**src/rtl/rca_pipe_addsub.sv**
```systemverilog
// Pipelined add/subtract: one SEG-bit ripple segment per stage, operands skewed in, sum deskewed out.
// Define RCA_PIPE_SAT_EN to clamp signed overflow to the signed limit instead of wrapping.
module rca_pipe_addsub #(
   parameter int unsigned WIDTH  = 64,
   parameter int unsigned STAGES = 4
) (
   input  logic             clk,
   input  logic             rst_n,
   input  logic             in_valid,
   output logic             in_ready,
   input  logic [WIDTH-1:0] a,
   input  logic [WIDTH-1:0] b,
   input  logic             cin,
   input  logic             sub,
   output logic             out_valid,
   input  logic             out_ready,
   output logic [WIDTH-1:0] sum,
   output logic             cout,
   output logic             ovf
);

   localparam int unsigned SEG = WIDTH / STAGES;
   localparam int unsigned LST = STAGES - 1;

   logic             r_vld [STAGES];
   logic [WIDTH-1:0] r_a   [STAGES];
   logic [WIDTH-1:0] r_b   [STAGES];
   logic             r_sub [STAGES];
   logic             r_c   [STAGES];
   logic [WIDTH-1:0] r_s   [STAGES];
   logic             r_ovf;

   logic             w_adv;
   logic             w_vld_in [STAGES];
   logic [WIDTH-1:0] w_a_in   [STAGES];
   logic [WIDTH-1:0] w_b_in   [STAGES];
   logic             w_sub_in [STAGES];
   logic             w_c_in   [STAGES];
   logic [WIDTH-1:0] w_s_in   [STAGES];
   logic [SEG-1:0]   w_be     [STAGES];
   logic [SEG:0]     w_add    [STAGES];
   logic [WIDTH-1:0] w_s_nxt  [STAGES];
   logic             w_cmsb;
   logic             w_ovf;

   // Whole pipeline moves together; it only stalls when a finished result is refused.
   assign w_adv    = !r_vld[LST] || out_ready;
   assign in_ready = w_adv;

   always_comb begin
      w_vld_in[0] = in_valid;
      w_a_in[0]   = a;
      w_b_in[0]   = b;
      w_sub_in[0] = sub;
      w_c_in[0]   = sub | cin;
      w_s_in[0]   = '0;
      for (int unsigned k = 1; k < STAGES; k++) begin
         w_vld_in[k] = r_vld[k-1];
         w_a_in[k]   = r_a[k-1];
         w_b_in[k]   = r_b[k-1];
         w_sub_in[k] = r_sub[k-1];
         w_c_in[k]   = r_c[k-1];
         w_s_in[k]   = r_s[k-1];
      end
      for (int unsigned k = 0; k < STAGES; k++) begin
         w_be[k]    = w_b_in[k][k*SEG +: SEG] ^ {SEG{w_sub_in[k]}};
         w_add[k]   = {1'b0, w_a_in[k][k*SEG +: SEG]} + {1'b0, w_be[k]} + {{SEG{1'b0}}, w_c_in[k]};
         w_s_nxt[k] = w_s_in[k];
         w_s_nxt[k][k*SEG +: SEG] = w_add[k][SEG-1:0];
      end
      // Carry into the MSB recovered from the MSB sum bit: s = a ^ b ^ c_in.
      w_cmsb = w_a_in[LST][WIDTH-1] ^ w_be[LST][SEG-1] ^ w_add[LST][SEG-1];
      w_ovf  = w_cmsb ^ w_add[LST][SEG];
`ifdef RCA_PIPE_SAT_EN
      if (w_ovf) begin
         w_s_nxt[LST] = w_a_in[LST][WIDTH-1] ? {1'b1, {(WIDTH-1){1'b0}}} : {1'b0, {(WIDTH-1){1'b1}}};
      end
`endif
   end

   always_ff @(posedge clk) begin
      if (!rst_n) begin
         for (int unsigned k = 0; k < STAGES; k++) begin
            r_vld[k] <= 1'b0;
            r_a[k]   <= '0;
            r_b[k]   <= '0;
            r_sub[k] <= 1'b0;
            r_c[k]   <= 1'b0;
            r_s[k]   <= '0;
         end
         r_ovf <= 1'b0;
      end else if (w_adv) begin
         for (int unsigned k = 0; k < STAGES; k++) begin
            r_vld[k] <= w_vld_in[k];
            r_a[k]   <= w_a_in[k];
            r_b[k]   <= w_b_in[k];
            r_sub[k] <= w_sub_in[k];
            r_c[k]   <= w_add[k][SEG];
            r_s[k]   <= w_s_nxt[k];
         end
         r_ovf <= w_ovf;
      end
   end

   assign out_valid = r_vld[LST];
   assign sum       = r_s[LST];
   assign cout      = r_c[LST];
   assign ovf       = r_ovf;

endmodule

```
**config.mk**
```make
export PLATFORM = sky130hd
export DESIGN_NAME = rca_pipe_addsub
export DESIGN_NICKNAME = d
export VERILOG_FILES = /design/src/rtl/rca_pipe_addsub.sv
export SDC_FILE = /design/constraint.sdc
export NUM_CORES = 1
export LEC_CHECK = 0
export BUFFER_PORTS_ARGS = -buffer_cell sky130_fd_sc_hd__buf_2
export CORE_UTILIZATION = 59
export CTS_BUF_LIST = sky130_fd_sc_hd__clkbuf_8 sky130_fd_sc_hd__clkbuf_16
export DETAILED_ROUTE_END_ITERATION = 8
export PLACE_DENSITY_LB_ADDON = 0.3
export SLEW_MARGIN = 10
export SYNTH_ARGS = -nofsm -noshare
export SYNTH_HDL_FRONTEND = slang
export SYNTH_SLANG_ARGS = --single-unit
```
**constraint.sdc**
```tcl
create_clock -name clk -period 12.89 [get_ports clk]
set_input_delay 2.578 -clock clk [delete_from_list [all_inputs] [get_ports clk]]
set_output_delay 2.578 -clock clk [all_outputs]
set_load 0.02 [all_outputs]
```
---- After elaboration in Yosys (flattened, before gate mapping) ----
Memory sizes are Yosys's and may differ from the RTL's.
Cells that the tools add are included.
W data, S select, Z words.
word-level totals
  RAM bits ................................ 780
  memory bits (read-only) ................. 0
  flip-flop bits (word level) ............. 1
  memories kept ........................... 6
  logic and storage cells ................. 77
  output and inout bits ................... 68
  bits in latches ......................... 0
  input port bits ......................... 134
memory list
  name   words  width  read ports  clocked after memory_dff  wr ports  line  RTL
  r_a    4      64     3           0                         4         26    logic [WIDTH-1:0] r_a [STAGES];
  r_b    4      64     3           0                         4         27    logic [WIDTH-1:0] r_b [STAGES];
  r_s    4      64     4           0                         4         30    logic [WIDTH-1:0] r_s [STAGES];
  r_c    4      1      4           0                         4         29    logic r_c [STAGES];
  r_sub  4      1      3           0                         4         28    logic r_sub [STAGES];
  r_vld  4      1      4           0                         4         25    logic r_vld [STAGES];
operators by class
  add/subtract/negate cells ............... 8
  reductions and logical operators ........ 2
  bitwise operators ....................... 32
  divide/modulo/power cells ............... 0
  multipliers ............................. 0
  order comparisons ....................... 0
  mux-type cells .......................... 28
  equal/unequal tests ..................... 0
  shift-type cells ........................ 0
operator list
  kind                number
  $mux W64            12
  $add A16 B16 Y17    4
  $add A17 B1 Y17     4
  $xor A16 B16 Y16    4
  $or A1 B1 Y1        25
  $mux W1             16
  $xor A1 B1 Y1       3
  $logic_not A1 Y1    1
  $logic_or A1 B1 Y1  1

---- Logic depth before layout (Yosys ltp) ----
Gate-level depths: netlist (run 1).
An unclocked memory read counts as a cell.
  depth in word-level cells ............... 7
  gate-level depth with buffers ........... 12
  gate-level depth less buffers ........... 10

---- Least setup slack after synthesis (run 1) ----
Ideal clock, no wire load.
  path type ............................... in2reg
  from .................................... input rst_n
  to ...................................... memory r_a[1][36], in the netlist r_a[0][100] (enable)
  setup slack ............................. 1.501 ns
  data required time ...................... 10.234 ns
  data arrival time ....................... 8.732 ns
  cell stages on the path ................. 3
  buffers on the path ..................... 2
  cells stage by stage .................... buf_2 clkbuf_1 nand2_1
RTL lines
  what         line  RTL
  from (decl)  8     input logic rst_n,
  to (decl)    26

---- Worst setup path in the final report (run 1) ----
  from .................................... input out_ready
  to ...................................... output in_ready
between the ends
  word-level cells in the longest chain between the ends .. 1
ends and longest elaborated chain
  what                line  RTL
  from (decl)         16    input logic out_ready,
  $logic_or A1 B1 Y1  47    assign w_adv = !r_vld[LST] || out_ready;
  to (decl)           10    output logic in_ready,
No other way between the ends.

==> qor.txt, run 1 <==
Vias: 10718
Final slew viol count: 0
Critical path capture point type: output pin
Clock Latency Late Sink: 520 ps
Core Area: 28700 um^2
Seq/Total Area, Yosys: 62.95%
Postcts setup bufs: 0
EDFF count, synth: 357
Via density: 5.641
Area share of the largest cell type after synthesis: 62.14%
Top area cells in the synthesized netlist: edfxtp_1 62%, and3_1 11%, ha_1 4.4%
Mean post-synth cell area: 12.93 um^2
WP data required: 10310 ps
Vias in the first global route: 10156
First-pass GRT wire length: 49950 um
Post-Syn Area: 17250 um^2
# IOs: 202
Final total power: 2.730 mW
TritonCTS sink count: 364
Arrival @ worst endpoint: 3300 ps
Sum Neg Setup Slack: 0 ps
Initial core utilization: 60.11%
Most common cell in the synthesized netlist: edfxtp_1
Period minus WS final: 5876 ps
CTS tree: yes
Final hold slack: 470.8 ps
Largest net degree at the start of global routing: 149
Post-synthesis register bit count: 364
Die ar.: 29930 um^2
Final hold vios: 0
Residual DRC: 0
CTS Buffer Depth: 3
H-tree depth: 2
Crit share post-route: 45.59%
Total track usage: 20.86%
CP Class: primary input to output pin
Synth Warn #: 0
Syn nets: 1536
Total gr overflow: 0
Layout area overhead: 13.61%
Worst Skew: 20.82 ps
Avg WL per Cell: 16.32 um
Worst Tran Pin Value: 1193 ps
Relative max-transition margin: 20.45%
Total Wirelength: 31010 um
Status: finished, final reports clean
Final Setup Violations: 0
Highest Clock Rate: 170.2 MHz
Resized cells post-CTS: 0
Root Buffer Master: clkbuf_16
Power Density: 139.3 nW/um^2
Leakage: 9.711 nW
Share of flip-flops with an asynchronous set or reset: 0%
Share of layout cells above drive strength 1: 18.87%
Clock transition at the registers of the reported paths: 60 ps
Filler cells: 2063
Post-route ant nets: 0
Yosys top cell by area: edfxtp_1
Crit start category: primary input
Detail Placement HPWL: 19720 um
Die W: 173.0 um
Total CTS buffers: 37
Worst hold path type: register to register
RSZ-0062 raised after global routing: no
Num rows: 62
Initial antenna violation count: 1
Max-Cap Viols: 0
RD Place Congestion: 0.8590
Die height: 173.0 um
CP Max Fanout: 34
Detailed Routing Iterations Pass 1: 5
Post-synthesis cell type count: 59
Number of port buffers: 201
N_diodes: 0
Nets@finish: 1690
Commonest cells post-synth: 357 x edfxtp_1, 301 x and3_1, 85 x clkbuf_1, 70 x xor2_1, 60 x ha_1
Cts hold-fix bufs: 0
Peak VDD IR: 0.1140 mV
Post-synth top flop: edfxtp_1
DRT iter0 DRCs: 949
Post-Syn Instances: 1334
[path summary, 6_finish.rpt]
check | endpoint | start | cells after the start | slack [ps]
max | in_ready | out_ready | 5 | 7010
min reg2reg | r_vld[0] | r_vld[0] | 2 | 470
max reg2reg | r_s[1][28] | r_sub[0][0] | 10 | 9550
min | r_vld[0] | r_vld[0] | 2 | 470
[cells in the final DEF (no fill, tap or decap), types with 9 or more instances in the layout]
master     instances
and3_1           301
nand2b_1          19
o21ai_0           26
nor3_1            19
xnor2_1           17
nor2b_1            9
edfxtp_1         357
o21a_1            12
a21o_1            30
nor2_1            56
nand2_1           52
buf_2            200
inv_1             33
nand3_1            9
xor2_1            70
a21oi_1           49
mux2i_1           15
ha_1              60
clkbuf_16         37
buf_4             10
[stage by stage]
stage	util, %	cells	cell area (um^2)	setup WS, ps
after CTS	68.29	1900	19600	7008
after floorplan	-	1334	17250	1501
final	68.29	1900	19600	7014
after global placement	64.30	1833	18460	7025
after detailed placement	64.30	1833	18460	7003
after global routing	68.29	1900	19600	6966
[layer usage]
metal,up-vias,global-route usage [%],share of wire [%]
met3,57,3.452,5.0
met2,311,34.09,47
met1,5061,28.59,45
met5,-,0,0
met4,0,7.043,2.6
li1,5289,-,-
[critical path, stage by stage]
cell	delay [ps]
buf_2	100
nor2b_2	100
buf_4	220
inv_6	120
buf_2	180
[flip-flops by register name (all words and copies together), names as in the netlist]
register,flops
r_b,96
r_s,160
r_sub,3
r_c,4
r_a,96
r_vld,4
ovf,1
[cell type report]
cell class / instances / area (um^2) / area share [%]
flip-flops and latches: 364 / 10860 / 55.41
multi-input cells: 850 / 5933 / 30.27
repair buffers: 211 / 1087 / 5.547
clock buffers: 40 / 967.2 / 4.934
well taps: 384 / 480.5 / 2.451
clock inverters: 27 / 177.7 / 0.9064
inverters: 24 / 95.09 / 0.4851
[where the power goes]
group / internal (mW) / total [mW] / switching [mW] / leakage, nW
Combinational: 0.134 / 0.306 / 0.172 / 4.81
Sequential: 1.39 / 1.42 / 0.0270 / 4.29
Clock: 0.580 / 1.01 / 0.425 / 0.606
[kinds of logic after synthesis]
logic type / share of synthesized area (%)
AND/OR/NAND/NOR: 16.27
flip-flops: 62.95
AO/OA/AOI/OAI: 7.412
buffers and inverters: 2.734
XOR/XNOR: 4.417
adder cells (fa/ha/maj): 5.280
multiplexers: 0.9355
(Power assumes the default switching activity.)
==> run 2: changes to the inputs <==
clock period = 6.1 ns   (was 12.89 ns; I/O delays follow)
==> qor.txt, run 2 (synthesis gave the netlist of run 1 again) <==
Status: finished, final reports clean
Nets@finish: 1691
Num rows: 62
Share of layout cells above drive strength 1: 18.92%
Cts hold-fix bufs: 0
H-tree depth: 2
Number of port buffers: 201
Relative max-transition margin: 30.59%
CP max stage cell: fa_1
Total Wirelength: 31820 um
Post-route non-filler standard cell count: 1901
Worst Skew: 12.63 ps
Slowest cell delay on critical path: 410 ps
Largest net degree at the start of global routing: 165
Clock Latency Late Sink: 520 ps
Fin util: 68.74%
Postcts setup bufs: 0
Post-route ant nets: 0
Resized cells post-CTS: 0
N_diodes: 0
Total track usage: 21.14%
Period minus WS final: 3552 ps
Final total power: 5.947 mW
Vias in the first global route: 10221
Leakage: 9.731 nW
Critical path capture point type: register
Critical path's top delay family: compound AO/OA/AOI/OAI gates
Max-Cap Viols: 0
Sum Neg Setup Slack: 0 ps
Filler cells: 2038
Final slew viol count: 0
Final hold vios: 0
Worst hold path type: register to register
Biggest registers after layout: r_s (160), r_a (96), r_b (96)
Detail Placement HPWL: 19700 um
Arrival @ worst endpoint: 3820 ps
Detailed Routing Iterations Pass 1: 7
# IOs: 202
Fin worst setup slack: 2548 ps
Root Buffer Master: clkbuf_16
Power Density: 301.4 nW/um^2
Die ar.: 29930 um^2
Most common cell after layout, fill and taps aside: edfxtp_1
Commonest cells after routing, fill and taps aside: 357 x edfxtp_1, 301 x and3_1, 200 x buf_2
Total CTS buffers: 38
Residual DRC: 0
CTS tree: yes
WP data required: 6370 ps
Most frequent CP cell: fa_1
First-pass GRT wire length: 50650 um
CP Class: primary input to register
Initial antenna violation count: 0
RSZ-0062 raised after global routing: no
Placed insts: 1833
Crit start category: primary input
Die W: 173.0 um
Biggest register: r_s
Total gr overflow: 0
Via density: 5.679
Initial core utilization: 60.11%
TritonCTS sink count: 364
Critical Path, Cell by Cell: buf_2 > or2_2 > fa_1 > fa_1 > a21o_1 > a21oi_1 > nor2b_1 > o311a_1 > o21ai_0 > mux2i_1
Highest Clock Rate: 281.5 MHz
Avg WL per Cell: 16.74 um
Final Setup Violations: 0
Buf/Inv on CP: 1
Worst Tran Pin Value: 1041 ps
Peak VDD IR: 0.1922 mV
CP Max Fanout: 18
Vias: 10795
Max FFs per register: 160
CTS Buffer Depth: 3
DRT iter0 DRCs: 973
Pre-CTS setup slack: 2012 ps
RD Place Congestion: 0.8560
Layout area overhead: 14.36%
Core Area: 28700 um^2
Crit share post-route: 58.24%
Clock transition at the registers of the reported paths: 60 ps
Die height: 173.0 um
-- run 2: cell type report --
cell class	count	area, um^2	area share, %
flip-flops and latches	364	10860	55.04
clock buffers	41	1026	5.200
repair buffers	211	1100	5.574
well taps	384	480.5	2.435
inverters	24	95.09	0.4820
multi-input cells	850	5942	30.12
clock inverters	27	226.5	1.148
-- run 2: final timing paths --
kind	startpoint	end	slack (ps)	cells after the start
max reg2reg	r_sub[0][0]	r_s[1][28]	2750	10
min	r_vld[0]	r_vld[0]	470	2
min reg2reg	r_vld[0]	r_vld[0]	470	2
max	sub	r_s[0][12]	2550	10
-- run 2: tightest hold or removal path, stage by stage (launching register included) --
cell and delay, ps:
dfxtp_1 310, nand2_1 50, a21boi_0 60
-- run 2: per-stage QoR --
stage	instance area [um^2]	hold WS, ps
6_report	19730	474.3
5_1_grt	19730	498.9
3_3_place_gp	18480	451.2
4_1_cts	19730	475.0
3_5_place_dp	18480	469.1
2_1_floorplan	17260	436.7
-- run 2: where the power goes --
part / leakage (nW) / internal (mW) / switching, mW
clock: 0.627 / 1.38 / 0.917
sequential: 4.29 / 2.94 / 0.0581
combinational: 4.81 / 0.283 / 0.368
-- run 2: routing by layer --
| metal | GRT usage (%) | vias to the layer above | share of wire [%] |
|---|---|---|---|
| li1 | - | 5286 | - |
| met1 | 28.67 | 5095 | 43 |
| met2 | 34.98 | 342 | 49 |
| met3 | 3.210 | 72 | 5.4 |
| met4 | 7.448 | 0 | 3.0 |
| met5 | 0 | - | 0 |
==> run 3: changes to the inputs <==
CORE_UTILIZATION = 53   (was 59)
clock period = 3 ns   (was 6.1 ns; I/O delays follow)
==> qor.txt, run 3 (synthesis gave the netlist of run 1 again) <==
Status: finished, final reports clean
Die ar.: 33280 um^2
# IOs: 202
Die W: 182.4 um
Final slew viol count: 0
Fin util: 62.57%
Critical path's top delay family: compound AO/OA/AOI/OAI gates
Worst Tran Pin Value: 1164 ps
Comb pwr share: 11.2%
Root Buffer Master: clkbuf_16
Int Power: 9.349 mW
Initial antenna violation count: 2
Power Density: 607.6 nW/um^2
Worst hold path type: primary input to register
Fraction of power spent switching nets: 22.66%
RSZ-0062 raised after global routing: no
Multi-input logic area: 5951 um^2
H-tree depth: 2
Share of layout cells above drive strength 1: 19.83%
Arrival @ worst endpoint: 3060 ps
Nets@finish: 1700
Worst hold endpoint: r_vld[0]
TritonCTS sink count: 364
Postcts setup bufs: 0
Clock transition at the registers of the reported paths: 60 ps
Period minus WS final: 2693 ps
Number of port buffers: 201
Final hold slack: 357.1 ps
Reg2Reg Depth: 10
DRT iter0 DRCs: 851
Commonest cells after routing, fill and taps aside: 357 x edfxtp_1, 301 x and3_1, 200 x buf_2
CTS Buffer Depth: 3
Post-route ant nets: 0
Reg-to-Reg End: r_s[1][28]
Total CTS buffers: 38
Detailed Routing Iterations Pass 1: 6
Psw: 2.739 mW
Total track usage: 19.14%
CP Class: register to register
Num rows: 65
CTS tree: yes
WP data required: 3370 ps
Critical path capture point type: register
Biggest registers after layout: r_s (160), r_a (96), r_b (96)
Largest net degree at the start of global routing: 209
Buf/Inv on CP: 1
Sum Neg Setup Slack: 0 ps
CP Max Fanout: 5
Die height: 182.4 um
Final Setup Violations: 0
Filler cells: 2407
Final hold vios: 0
Vias in the first global route: 10202
Cts hold-fix bufs: 0
Worst Skew: 19.51 ps
Via density: 5.476
Total Wirelength: 31980 um
Highest Clock Rate: 371.3 MHz
RD Place Congestion: 0.8598
Resized cells post-CTS: 0
Critical Path, Cell by Cell: xnor2_1 > fa_1 > inv_1 > fa_1 > a21o_1 > a21oi_2 > o21a_4 > o21ai_2 > or4_1 > nand3_1
FF-to-FF Start: r_sub[0][0]
Detail Placement HPWL: 20120 um
Core Area: 31800 um^2
Leakage: 9.798 nW
Crit share post-route: 89.76%
Initial core utilization: 54.26%
Vias: 10755
Seq pwr share: 50.3%
Clock Latency Late Sink: 520 ps
Biggest register: r_s
Layout area overhead: 15.32%
CP max stage cell: or4_1
Total gr overflow: 0
First-pass GRT wire length: 51010 um
Slowest cell delay on critical path: 460 ps
Hold Crit Start: in_valid
Avg WL per Cell: 16.28 um
Residual DRC: 0
R2r setup slk: 310 ps
Clock Power Share: 38.5%
Max-Cap Viols: 0
Crit start category: register
Most frequent CP cell: fa_1
Most common cell after layout, fill and taps aside: edfxtp_1
Relative max-transition margin: 22.38%
Hold depth: 3
Max FFs per register: 160
Register Area: 10860 um^2
Peak VDD IR: 0.4445 mV
==> run 3: changes by cell type in the layout (fill, tap and decap cells not counted), sizes merged <==
cell      before  now
diode          0    1
clkinv        17   14
clkbuf        41   43
inv           28   31
bufinv         4    3
clkinvlp       2    3
buf          211  220
==> run 3: worst register-to-register path: stages (launching register included) <==
cell and delay, ps:
edfxtp_1 400, xnor2_1 230, fa_1 220, inv_1 60
fa_1 420, a21o_1 180, a21oi_2 230, o21a_4 190
o21ai_2 80, or4_1 460, nand3_1 90
==> run 3: final cells by class <==
class / instances / share of cell area (%)
well taps: 435 / 2.736
clock inverters: 27 / 1.056
repair buffers: 220 / 5.930
diodes: 1 / 0.01258
flip-flops and latches: 364 / 54.58
multi-input cells: 850 / 29.91
clock buffers: 43 / 5.295
inverters: 24 / 0.4779
==> run 3: worst max-delay path by stage <==
stage	startpoint	slack, ps	depth (start not counted)	end
2_1_floorplan	sub	10	11	r_s[0][12]
4_1_cts	r_sub[0][1]	300	10	r_s[2][44]
3_5_place_dp	sub	-70	10	r_s[0][14]
6_report	r_sub[0][0]	310	10	r_s[1][28]
3_3_place_gp	sub	10	10	r_s[0][14]
5_1_grt	r_sub[0][2]	90	10	r_s[3][62]
==> run 3: layer usage <==
layer,GRT usage (%),vias up,part of all wire [%]
li1,-,5319,-
met1,25.97,5102,45
met2,31.37,290,48
met3,4.171,42,6.1
met4,4.941,2,1.4
met5,0,-,0.053
==> run 3: metrics by stage <==
| stage | instance area, um^2 | total power, mW | instances | setup slack [ps] |
|---|---|---|---|---|
| after floorplan | 17300 | 7.141 | 1334 | 10.13 |
| after global placement | 18630 | 7.491 | 1893 | 14.88 |
| after detailed placement | 18630 | 7.538 | 1893 | -71.93 |
| after CTS | 19890 | 12.22 | 1963 | 301.7 |
| after global routing | 19890 | 12.60 | 1963 | 85.77 |
| final | 19900 | 12.09 | 1964 | 307.1 |
==> run 3: power by group through the flow <==
stage          combinational, mW  sequential [mW]  clock, mW
6_report                    1.35             6.08       4.65
3_5_place_dp                1.35             6.19          0
3_3_place_gp                1.31             6.18          0
4_1_cts                     1.36             6.08       4.77
5_1_grt                     1.50             6.12       4.98
2_1_floorplan              0.910             6.23          0
